===== src/rtl/profiler_dump_streamer.sv =====
// Snapshots all profiler counters on a dump request and streams them out as
// a framed byte sequence: SYNC_BYTE, payload (counter 0 first, MSB first), XOR checksum.
module profiler_dump_streamer #(
    parameter int          NUM_COUNTERS  = 11,
    parameter int          COUNTER_WIDTH = 32,
    parameter logic [7:0]  SYNC_BYTE     = 8'hA5
) (
    input  logic                                    clk,
    input  logic                                    rst,
    input  logic [NUM_COUNTERS*COUNTER_WIDTH-1:0]   counters_in,
    input  logic                                    dump_req,
    output logic [7:0]                              tx_data,
    output logic                                    tx_valid,
    input  logic                                    tx_ready,
    output logic                                    busy,
    output logic                                    done
);
    localparam int BPC    = COUNTER_WIDTH / 8;
    localparam int NBYTES = NUM_COUNTERS * BPC;
    localparam int IDX_W  = (NBYTES > 1) ? $clog2(NBYTES) : 1;
    localparam logic [IDX_W-1:0] LAST_IDX = IDX_W'(NBYTES - 1);

    typedef enum logic [1:0] {IDLE, HEADER, PAYLOAD, CHECKSUM} state_t;

    state_t                                 state, state_nxt;
    logic [NUM_COUNTERS*COUNTER_WIDTH-1:0]  snap;
    logic [NBYTES-1:0][7:0]                 pay;
    logic [IDX_W-1:0]                       idx, idx_nxt, idx_inc;
    logic [7:0]                             csum, csum_nxt, data_nxt;
    logic                                   xfer, capture;
    logic                                   valid_nxt, busy_nxt, done_nxt;

    // Byte view of the snapshot in transmit order.
    for (genvar k = 0; k < NUM_COUNTERS; k++) begin : g_cnt
        for (genvar b = 0; b < BPC; b++) begin : g_byte
            assign pay[k*BPC + b] = snap[k*COUNTER_WIDTH + COUNTER_WIDTH - 1 - 8*b -: 8];
        end
    end

    assign xfer    = tx_valid & tx_ready;
    assign idx_inc = idx + 1'b1;

    always_comb begin
        state_nxt = state;
        idx_nxt   = idx;
        csum_nxt  = csum;
        data_nxt  = tx_data;
        valid_nxt = tx_valid;
        busy_nxt  = busy;
        done_nxt  = 1'b0;
        capture   = 1'b0;
        case (state)
            IDLE: begin
                if (dump_req) begin
                    capture   = 1'b1;
                    csum_nxt  = 8'h00;
                    data_nxt  = SYNC_BYTE;
                    valid_nxt = 1'b1;
                    busy_nxt  = 1'b1;
                    state_nxt = HEADER;
                end
            end
            HEADER: begin
                if (xfer) begin
                    idx_nxt   = '0;
                    data_nxt  = pay[0];
                    state_nxt = PAYLOAD;
                end
            end
            PAYLOAD: begin
                if (xfer) begin
                    csum_nxt = csum ^ tx_data;
                    if (idx == LAST_IDX) begin
                        // Present the final checksum directly, including the byte just accepted.
                        data_nxt  = csum ^ tx_data;
                        state_nxt = CHECKSUM;
                    end else begin
                        idx_nxt  = idx_inc;
                        data_nxt = pay[idx_inc];
                    end
                end
            end
            CHECKSUM: begin
                if (xfer) begin
                    data_nxt  = 8'h00;
                    valid_nxt = 1'b0;
                    busy_nxt  = 1'b0;
                    done_nxt  = 1'b1;
                    state_nxt = IDLE;
                end
            end
            default: state_nxt = IDLE;
        endcase
    end

    always_ff @(posedge clk) begin
        if (!rst) begin
            state    <= IDLE;
            snap     <= '0;
            idx      <= '0;
            csum     <= 8'h00;
            tx_data  <= 8'h00;
            tx_valid <= 1'b0;
            busy     <= 1'b0;
            done     <= 1'b0;
        end else begin
            state    <= state_nxt;
            idx      <= idx_nxt;
            csum     <= csum_nxt;
            tx_data  <= data_nxt;
            tx_valid <= valid_nxt;
            busy     <= busy_nxt;
            done     <= done_nxt;
            if (capture) snap <= counters_in;
        end
    end
endmodule


===== config.mk =====
export PLATFORM = sky130hd
export DESIGN_NAME = profiler_dump_streamer
export DESIGN_NICKNAME = d
export VERILOG_FILES = /design/src/rtl/profiler_dump_streamer.sv
export SDC_FILE = /design/constraint.sdc
export NUM_CORES = 1
export LEC_CHECK = 0
export CAP_MARGIN = 0
export CORE_MARGIN = 3
export CORE_UTILIZATION = 40
export DETAILED_ROUTE_END_ITERATION = 16
export GPL_TIMING_DRIVEN = 1
export PLACE_DENSITY = 0.65
export SLEW_MARGIN = 25
export SYNTH_ARGS = -nofsm -noshare
export SYNTH_HDL_FRONTEND = slang
export SYNTH_SLANG_ARGS = --single-unit

===== constraint.sdc =====
create_clock -name clk -period 5.3 [get_ports clk]
set_input_delay 1.06 -clock clk [delete_from_list [all_inputs] [get_ports clk]]
set_output_delay 1.06 -clock clk [all_outputs]
set_load 0.02 [all_outputs]

Word level (Yosys, flattened, before mapping)
Index checks and enable logic that the tools add are counted.
{"block": "word_totals", "regBits": 378, "input_bits": 356, "out_inout_bits": 11, "word_cells": 58}
{"block": "classes", "n_addsub": 1, "order_cmp": 1, "n_eq_ne": 10, "muxes": 27, "bitwise": 2, "n_reduce_logical": 10}
{"op": "2-to-1 mux 8 bit", "n": 8}
{"op": "binary-select mux 8 bit (select 6 bit)", "n": 1}
{"op": "case mux 8 bit (4 select lines)", "n": 1}
{"op": "2-to-1 mux 6 bit", "n": 3}
{"op": "case mux 8 bit (2 select lines)", "n": 1}
{"op": "inequality test 2 bit, second input constant", "n": 6}
{"op": "case mux 6 bit (2 select lines)", "n": 1}
{"op": "2-to-1 mux 2 bit", "n": 5}
{"op": "case mux 2 bit (4 select lines)", "n": 1}
{"op": "AND reduction 4 bit", "n": 2}
{"op": "XOR 8 bit", "n": 1}
{"op": "< comparator 6 x 7 -> 1 bit, second input constant", "n": 1}
{"op": "adder 6 x 1 -> 6 bit, second input constant", "n": 1}
{"op": "== test 6 bit, second input constant", "n": 1}
{"op": "AND reduction 3 bit", "n": 2}
{"op": "nonzero test 2 bit", "n": 3}
{"op": "2-to-1 mux 1 bit", "n": 5}
{"op": "AND reduction 5 bit", "n": 1}
{"op": "== test 2 bit, second input constant", "n": 2}
{"op": "== test 2 x 1 -> 1 bit, second input constant", "n": 1}
{"op": "logical NOT 2 bit", "n": 1}
{"op": "case mux 1 bit (2 select lines)", "n": 1}
{"op": "AND reduction 2 bit", "n": 1}
{"op": "bitwise AND 1 bit", "n": 1}

Logic depth before layout (Yosys ltp)
Gate-level depths: netlist (run 1).
{"block": "depth", "word_depth": 6, "ltp_mapped": 10, "mapped_depth_nobuf": 8}

Least setup slack after synthesis (run 1)
Ideal clock, no wire load.
{"block": "synth_path", "path_kind": "input to register", "from": "in tx_ready", "to": "reg tx_data[1]", "setup_time_ns": 0.120, "arrival_time_ns": 2.195, "t_required_ns": 5.180, "slack_ns": 2.986, "path_stages": 7, "path_buffers": 1, "cell_sequence": "and2_1 o21a_1 clkbuf_1 o21ai_0 a222oi_1 o211a_1 a21oi_1"}
{"block": "synth_between", "elab_chain_len": 3, "elab_cells_between_ends": 5, "cone_classes": "eq/ne: 3; bitwise: 1; reduce/logical: 1"}
{"item": "from (decl)", "line_no": "14", "rtl": "input logic tx_ready,"}
{"item": "bitwise AND 1 bit *", "line_no": "40", "rtl": "assign xfer = tx_valid & tx_ready;"}
{"item": "inequality test 2 bit (no source line)"}
{"item": "AND reduction 4 bit (no source line) *"}
{"item": "to (signal assigned)", "line_no": "110", "rtl": "tx_data <= data_nxt;"}
{"item": "to (decl)", "line_no": "12", "rtl": "output logic [7:0] tx_data,"}
Every way passes the cells marked *; elsewhere a longest branch is shown, timed or not.
A chain may end at the register's enable or synchronous reset.

Final worst setup path (run 1)
{"block": "layout_path", "from": "reg idx[1]", "to": "reg tx_data[2]"}
{"block": "layout_between", "elab_chain_len": 6, "elab_cells_between_ends": 7, "cone_classes": "add/sub: 1; eq/ne: 1; mux: 5"}
{"item": "from (decl)", "line_no": "28", "rtl": "logic [IDX_W-1:0] idx, idx_nxt, idx_inc;"}
{"item": "from (signal assigned)", "line_no": "108", "rtl": "idx <= idx_nxt;"}
{"item": "adder 6 x 1 -> 6 bit", "line_no": "41", "rtl": "assign idx_inc = idx + 1'b1;"}
{"item": "binary-select mux 8 bit (select 6 bit)", "line_no": "79", "rtl": "data_nxt = pay[idx_inc];"}
{"item": "2-to-1 mux 8 bit (implied by the code)", "line_no": "79"}
{"item": "2-to-1 mux 8 bit *", "line_no": "73", "rtl": "if (idx == LAST_IDX) begin"}
{"item": "2-to-1 mux 8 bit *", "line_no": "71", "rtl": "if (xfer) begin"}
{"item": "case mux 8 bit (4 select lines) *", "line_no": "52", "rtl": "case (state)"}
Every way passes the cells marked *; elsewhere a longest branch is shown, timed or not. The select of a mux whose other input is x is not followed.

==> flow_metrics.py, run 1 <==
metrics = {
    "global_route": {
        "globalRouteOverflowTotal": 0,
        "grt_pass1_vias": 15314,
        "grt_pass1_wl_mm": 85.84,
        "grt_use_total": 0.2340,
        "grt_max_degree": 191,
        "antenna_found_initial": 3,
    },
    "route": {
        "drt-initial-drc-count": 1067,
        "drt_wl_total_mm": 54.86,
        "drt.antenna.violating_nets": 0,
        "via_count": 15064,
        "dr.pass1.iters": 5,
        "wl_per_cell_microns": 18.98,
        "avgViaCountPerCell": 5.211,
        "drc": 0,
    },
    "power": {
        "p_sw_frac": 0.3198,
        "ir_worst_vdd_mv": 0.2144,
        "p_int_mw": 6.016,
        "pwr_density_cell_mw_per_mm2": 389.6,
        "p_comb_frac": 0.263,
        "power.leakage_nw": 8.007,
        "p_clk_frac": 0.328,
        "switchingPower_mw": 2.828,
        "seq_power_share": 0.408,
    },
    "worst_setup_path": {
        "required_ps": 5730,
        "endpoint_kind": "flop",
        "reg2reg_to": "tx_data[2]",
        "crit_arrival_ps": 3660,
        "reg2reg_depth": 8,
        "r2r_slack_ps": 2070,
        "worstPathMaxFanout": 18,
        "reg2reg_from": "idx[1]",
        "cp-start-kind": "flop",
        "critPathKind": "flop to flop",
    },
    "yosys": {
        "synth_common_cells": "nand2_1, dfxtp_1, a21boi_0",
        "yosys_most_used_dff": "dfxtp_1",
        "synth-edff-count": 0,
        "yosysTopAreaCellShare": 0.4372,
        "ys_ff_latch": 378,
        "ys_seq_area_frac": 0.4372,
        "synthTopCellsByArea": "dfxtp_1, nand2_1, a21boi_0, mux4_2, clkbuf_1",
        "yosysUniqueCellTypes": 49,
        "syn_inst": 2011,
        "syn_area_sq_mm": 0.01731,
        "syn_area_per_cell_sq_um": 8.606,
        "yosysWarnings": 0,
        "synth_fp_nets": 2373,
        "yosys.area.top_type": "dfxtp_1",
        "synth-async-reset-ratio": 0,
        "synth.most_common_cell": "nand2_1",
    },
    "clock_network": {
        "root_buffer": "clkbuf_16",
        "ctsHtreeMaxLevel": 2,
        "path_clk_slew_ps": 60,
        "cts_tree": "built",
        "cts_buffers": 43,
        "cts_buffer_depth": 3,
        "cts_resized": 0,
        "cts_setup_buffers": 0,
        "cts_hold_buf": 0,
        "clk_latency_ps": 550,
        "cts.sinks": 378,
    },
    "placed_design": {
        "place_congestion": 0.8752,
        "dp_hpwl_mm": 38.73,
        "dp_slack_ps": 1947,
        "numPortBuffers": 366,
    },
    "die": {
        "core-area_sq_mm": 0.04232,
        "die_area_sq_mm": 0.04580,
        "io_pins": 367,
        "die_h_microns": 214.0,
        "rows": 75,
        "die_x_microns": 214.0,
        "start_util": 0.4089,
    },
    "worst_hold_path": {
        "min_path_type": "flop to flop",
        "min_from": "snap[67]",
        "hold_depth": 2,
        "hold_path_end": "snap[67]",
    },
    "sta": {
        "worst-slew-pin-transition_ps": 962.4,
        "timing.final.ws_setup_ps": 2066,
        "finalHoldViolCount": 0,
        "setup_viol": 0,
        "max_freq_mhz": 309.2,
        "maxSlewHeadroom": 0.3584,
        "slew_viol_final": 0,
        "fin_skew_ps": 18.83,
        "rsz0062_at_grt": "no",
        "fin_crit_sh": 0.6102,
        "fin_crit_ps": 3234,
        "fin_tns_setup_ps": 0,
    },
    "finish": {
        "area_growth_pct": 31.17,
        "nFillCells": 3869,
        "multi_input_area_sq_mm": 0.009100,
        "register_area_sq_mm": 0.007571,
        "drive_gt1_frac": 0.07439,
        "nets": 2643,
    },
    "job": {
        "drv_cap": 0,
    },
    "run_status": {
        "outcome": "finished clean",
    },
}
-- state kept, by name, indices dropped and copies added, names as in the netlist --
| name | count |
|---|---|
| state | 2 |
| done | 1 |
| csum | 8 |
| tx_data | 8 |
| idx | 6 |
| snap | 352 |
| busy | 1 |
-- how the worst max path moves through the flow --
stage	start	to	cells past startpoint	slack [ps]
global route	idx[1]	tx_data[2]	8	1900
floorplan	tx_ready	tx_data[1]	7	2990
detailed placement	idx[0]	tx_data[0]	7	1950
global placement	idx[0]	tx_data[0]	7	1920
finish	idx[1]	tx_data[2]	8	2070
CTS	idx[0]	tx_data[0]	7	1940
-- per-layer routing --
| layer | vias to the layer above | track usage | routed length (microns) |
|---|---|---|---|
| met3 | 90 | 0.03972 | 3467 |
| met1 | 7174 | 0.3119 | 23970 |
| met4 | 2 | 0.07234 | 1502 |
| met5 | - | 0 | 13 |
| met2 | 459 | 0.3902 | 25900 |
| li1 | 7339 | - | - |
-- worst max-delay path, stage by stage (launching register included) --
cell and delay (ps):
dfxtp_1 450, ha_4 300, xor2_4 690, buf_4 410, mux4_2 550, mux2i_1 240, nor2_1 70, nor3_1 290
o22ai_1 110
-- cells in the final DEF (no fill, tap or decap), types with 5 or more instances in the layout --
master	count
o21ai_0	35
a32oi_1	8
nand3_1	37
nor2_1	11
nand2_1	795
clkdlybuf4s50_1	365
clkbuf_8	11
clkbuf_16	45
inv_1	7
dfxtp_1	377
and2_1	11
nand4_1	10
mux2i_1	22
ha_1	5
buf_4	12
buf_12	5
mux4_2	74
clkinv_2	6
a21boi_0	357
o221a_2	5
nor2b_1	24
a21oi_1	9
xor2_1	5
a222oi_1	5
clkbuf_1	13
-- layout make-up --
class,count,share of cell area
Antenna cell,2,0.0002205
Inverter,7,0.001157
Timing Repair Buffer,385,0.1716
Clock buffer,68,0.05782
Clock inverter,8,0.003031
Multi-Input combinational cell,1466,0.4008
Tap cell,577,0.03180
Sequential cell,378,0.3335
-- through the flow --
stage / hold WS [ps] / power (mW) / utilization / std cells / area (sq um)
after floorplan: 438.6 / 5.091 / - / 2011 / 17310
after global placement: 448.8 / 5.951 / 0.5029 / 2812 / 21280
after detailed placement: 453.9 / 6.008 / 0.5029 / 2812 / 21280
after CTS: 461.7 / 8.916 / 0.5356 / 2888 / 22670
after global routing: 480.8 / 9.334 / 0.5364 / 2891 / 22700
final: 460.9 / 8.844 / 0.5364 / 2891 / 22700
-- logic make-up (layout without fill, tap and decap cells) --
kind of cell | after synthesis | after routing | share of synthesized area
buffers and inverters | 167 | 468 | 0.03868
and+or+nand+nor | 911 | 911 | 0.2102
other | 0 | 2 | 0
DFF | 378 | 378 | 0.4372
xor gates and xnor gates | 8 | 8 | 0.005133
muxes | 101 | 101 | 0.1157
AOI/OAI and AO/OA | 440 | 440 | 0.1886
adders and majority gates | 6 | 6 | 0.004338
-- power by group through the flow --
stage	Clock (mW)	Sequential (mW)	Combinational (mW)
finish	2.90	3.61	2.33
global route	3.06	3.66	2.61
detailed placement	0	3.67	2.34
floorplan	0	3.57	1.52
global placement	0	3.65	2.30
CTS	2.96	3.61	2.35
Power figures use the tool's default switching activity.
==> run 2, diff against run 1 <==
- clock period: 5.3 -> 3.2 ns (I/O delays scaled with it)
==> flow_metrics.py, run 2 (synthesis results as in run 1) <==
metrics = {
    "run_status": {
        "outcome": "finished clean",
    },
    "route": {
        "drt.antenna.violating_nets": 0,
        "drt-initial-drc-count": 1121,
        "dr.max_layer_used": "met4",
        "dr.pass1.iters": 5,
        "via_count": 14948,
        "drt_wl_total_mm": 53.52,
        "wl_met2_mm": 25.24,
        "drc": 0,
        "avgViaCountPerCell": 5.160,
        "wl_per_cell_microns": 18.48,
        "wl_met1_mm": 23.95,
        "met3_length_mm": 3.044,
    },
    "die": {
        "core-area_sq_mm": 0.04232,
        "die_area_sq_mm": 0.04580,
        "io_pins": 367,
        "die_x_microns": 214.0,
        "rows": 75,
        "start_util": 0.4089,
        "die_h_microns": 214.0,
    },
    "finish": {
        "largest_register_ffs": 352,
        "stdcell_area_sq_mm": 0.02279,
        "layout_common_cells": "nand2_1, dfxtp_1, clkdlybuf4s50_1, a21boi_0, mux4_2",
        "largestRegisters": "snap: 352 flops, csum: 8 flops, tx_data: 8 flops",
        "area_growth_pct": 31.69,
        "stdcell_count": 2897,
        "final_common_cell": "nand2_1",
        "drive_gt1_frac": 0.07891,
        "nets": 2651,
        "largest_register": "snap",
    },
    "worst_setup_path": {
        "r2r_slack_ps": 510,
        "cp-start-kind": "flop",
        "endpoint_kind": "flop",
        "required_ps": 3620,
        "crit_arrival_ps": 3100,
        "reg2reg_from": "idx[1]",
        "startpoint": "idx[1]",
        "worstPathMaxFanout": 20,
        "critPathKind": "flop to flop",
    },
    "global_route": {
        "grt_use_total": 0.2271,
        "antenna_found_initial": 1,
        "globalRouteOverflowTotal": 0,
        "grt_max_degree": 196,
        "grt_pass1_vias": 14873,
        "grt_pass1_wl_mm": 83.73,
    },
    "sta": {
        "worst-slew-pin-transition_ps": 724.2,
        "fin_skew_ps": 13.72,
        "finalHoldViolCount": 0,
        "fin_crit_ps": 2685,
        "rsz0062_at_grt": "no",
        "maxSlewHeadroom": 0.5172,
        "setup_viol": 0,
        "fin_crit_sh": 0.8391,
        "fin_tns_setup_ps": 0,
        "slew_viol_final": 0,
        "max_freq_mhz": 372.4,
    },
    "placed_design": {
        "dp.cells": 2822,
        "placed_area_sq_mm": 0.02146,
        "numPortBuffers": 366,
        "place_congestion": 0.9373,
        "dp_hpwl_mm": 38.74,
    },
    "worst_hold_path": {
        "min_from": "snap[77]",
        "min_path_type": "flop to flop",
    },
    "clock_network": {
        "ctsHtreeMaxLevel": 2,
        "clk_latency_ps": 540,
        "cts_tree": "built",
        "cts_buffer_depth": 3,
        "cts_setup_buffers": 0,
        "cts_buffers": 42,
        "cts_hold_buf": 0,
        "path_clk_slew_ps": 60,
        "cts_resized": 0,
        "root_buffer": "clkbuf_16",
        "cts.sinks": 378,
    },
    "power": {
        "ir_worst_vdd_mv": 0.3661,
        "pwr_density_cell_mw_per_mm2": 640.0,
        "power.leakage_nw": 8.047,
    },
    "job": {
        "drv_cap": 0,
    },
}
## run 2: cell types whose count changed in the layout (fill, tap and decap cells not counted), moves of 2 or more
| cell | delta |
|---|---|
| buf_12 | +8 |
| clkbuf_1 | -4 |
| buf_4 | +3 |
| clkbuf_8 | -3 |
| clkinv_2 | +3 |
| clkbuf_16 | -2 |
| clkinvlp_4 | +2 |
| inv_6 | +2 |
## run 2: worst max-delay path, cell delays in order, from the launching register on
cell and delay (ps):
dfxtp_1 460, ha_4 310, xor2_4 160, buf_4 350, mux4_1 600, mux2i_1 290, a222oi_1 170, nand3_1 130
a21oi_1 70
## run 2: path summary, 6_finish.rpt
path / end / cells past startpoint
setup / recovery: tx_data[0] / 8
setup reg to reg: tx_data[0] / 8
hold / removal: snap[77] / 2
hold reg to reg: snap[77] / 2
## run 2: per-stage QoR
stage / setup WS [ps] / hold slack (ps) / util / power, mW
finish: 514.9 / 461.3 / 0.5385 / 14.59
global route: 287.4 / 483.4 / 0.5385 / 15.43
CTS: 490.3 / 463.2 / 0.5385 / 14.71
detailed placement: 447.9 / 455.2 / 0.5071 / 10.05
global placement: 493.4 / 447.5 / 0.5071 / 9.965
floorplan: 903.6 / 438.6 / - / 8.432
## run 2: final cells by class
| class | count | area, sq um |
|---|---|---|
| fillers | 3882 | 19530 |
| multi-input cells | 1466 | 9100 |
| flip-flops and latches | 378 | 7571 |
| repair buffers | 394 | 4040 |
| clock buffers | 59 | 1206 |
| well taps | 577 | 721.9 |
| clock inverters | 15 | 123.9 |
| inverters | 7 | 26.28 |
| diodes | 1 | 2.502 |
## run 2: per-layer routing
| layer | vias to the layer above | global-route usage |
|---|---|---|
| met3 | 81 | 0.04028 |
| met4 | 0 | 0.05492 |
| met5 | - | 0 |
| met1 | 7084 | 0.3098 |
| met2 | 434 | 0.3764 |
| li1 | 7349 | - |
## run 2: where the power goes
part	internal, mW	switching [mW]	total [mW]
combinational	1.67	2.29	3.97
sequential	5.51	0.471	5.98
clock	2.71	1.93	4.64
total	9.89	4.69	14.6
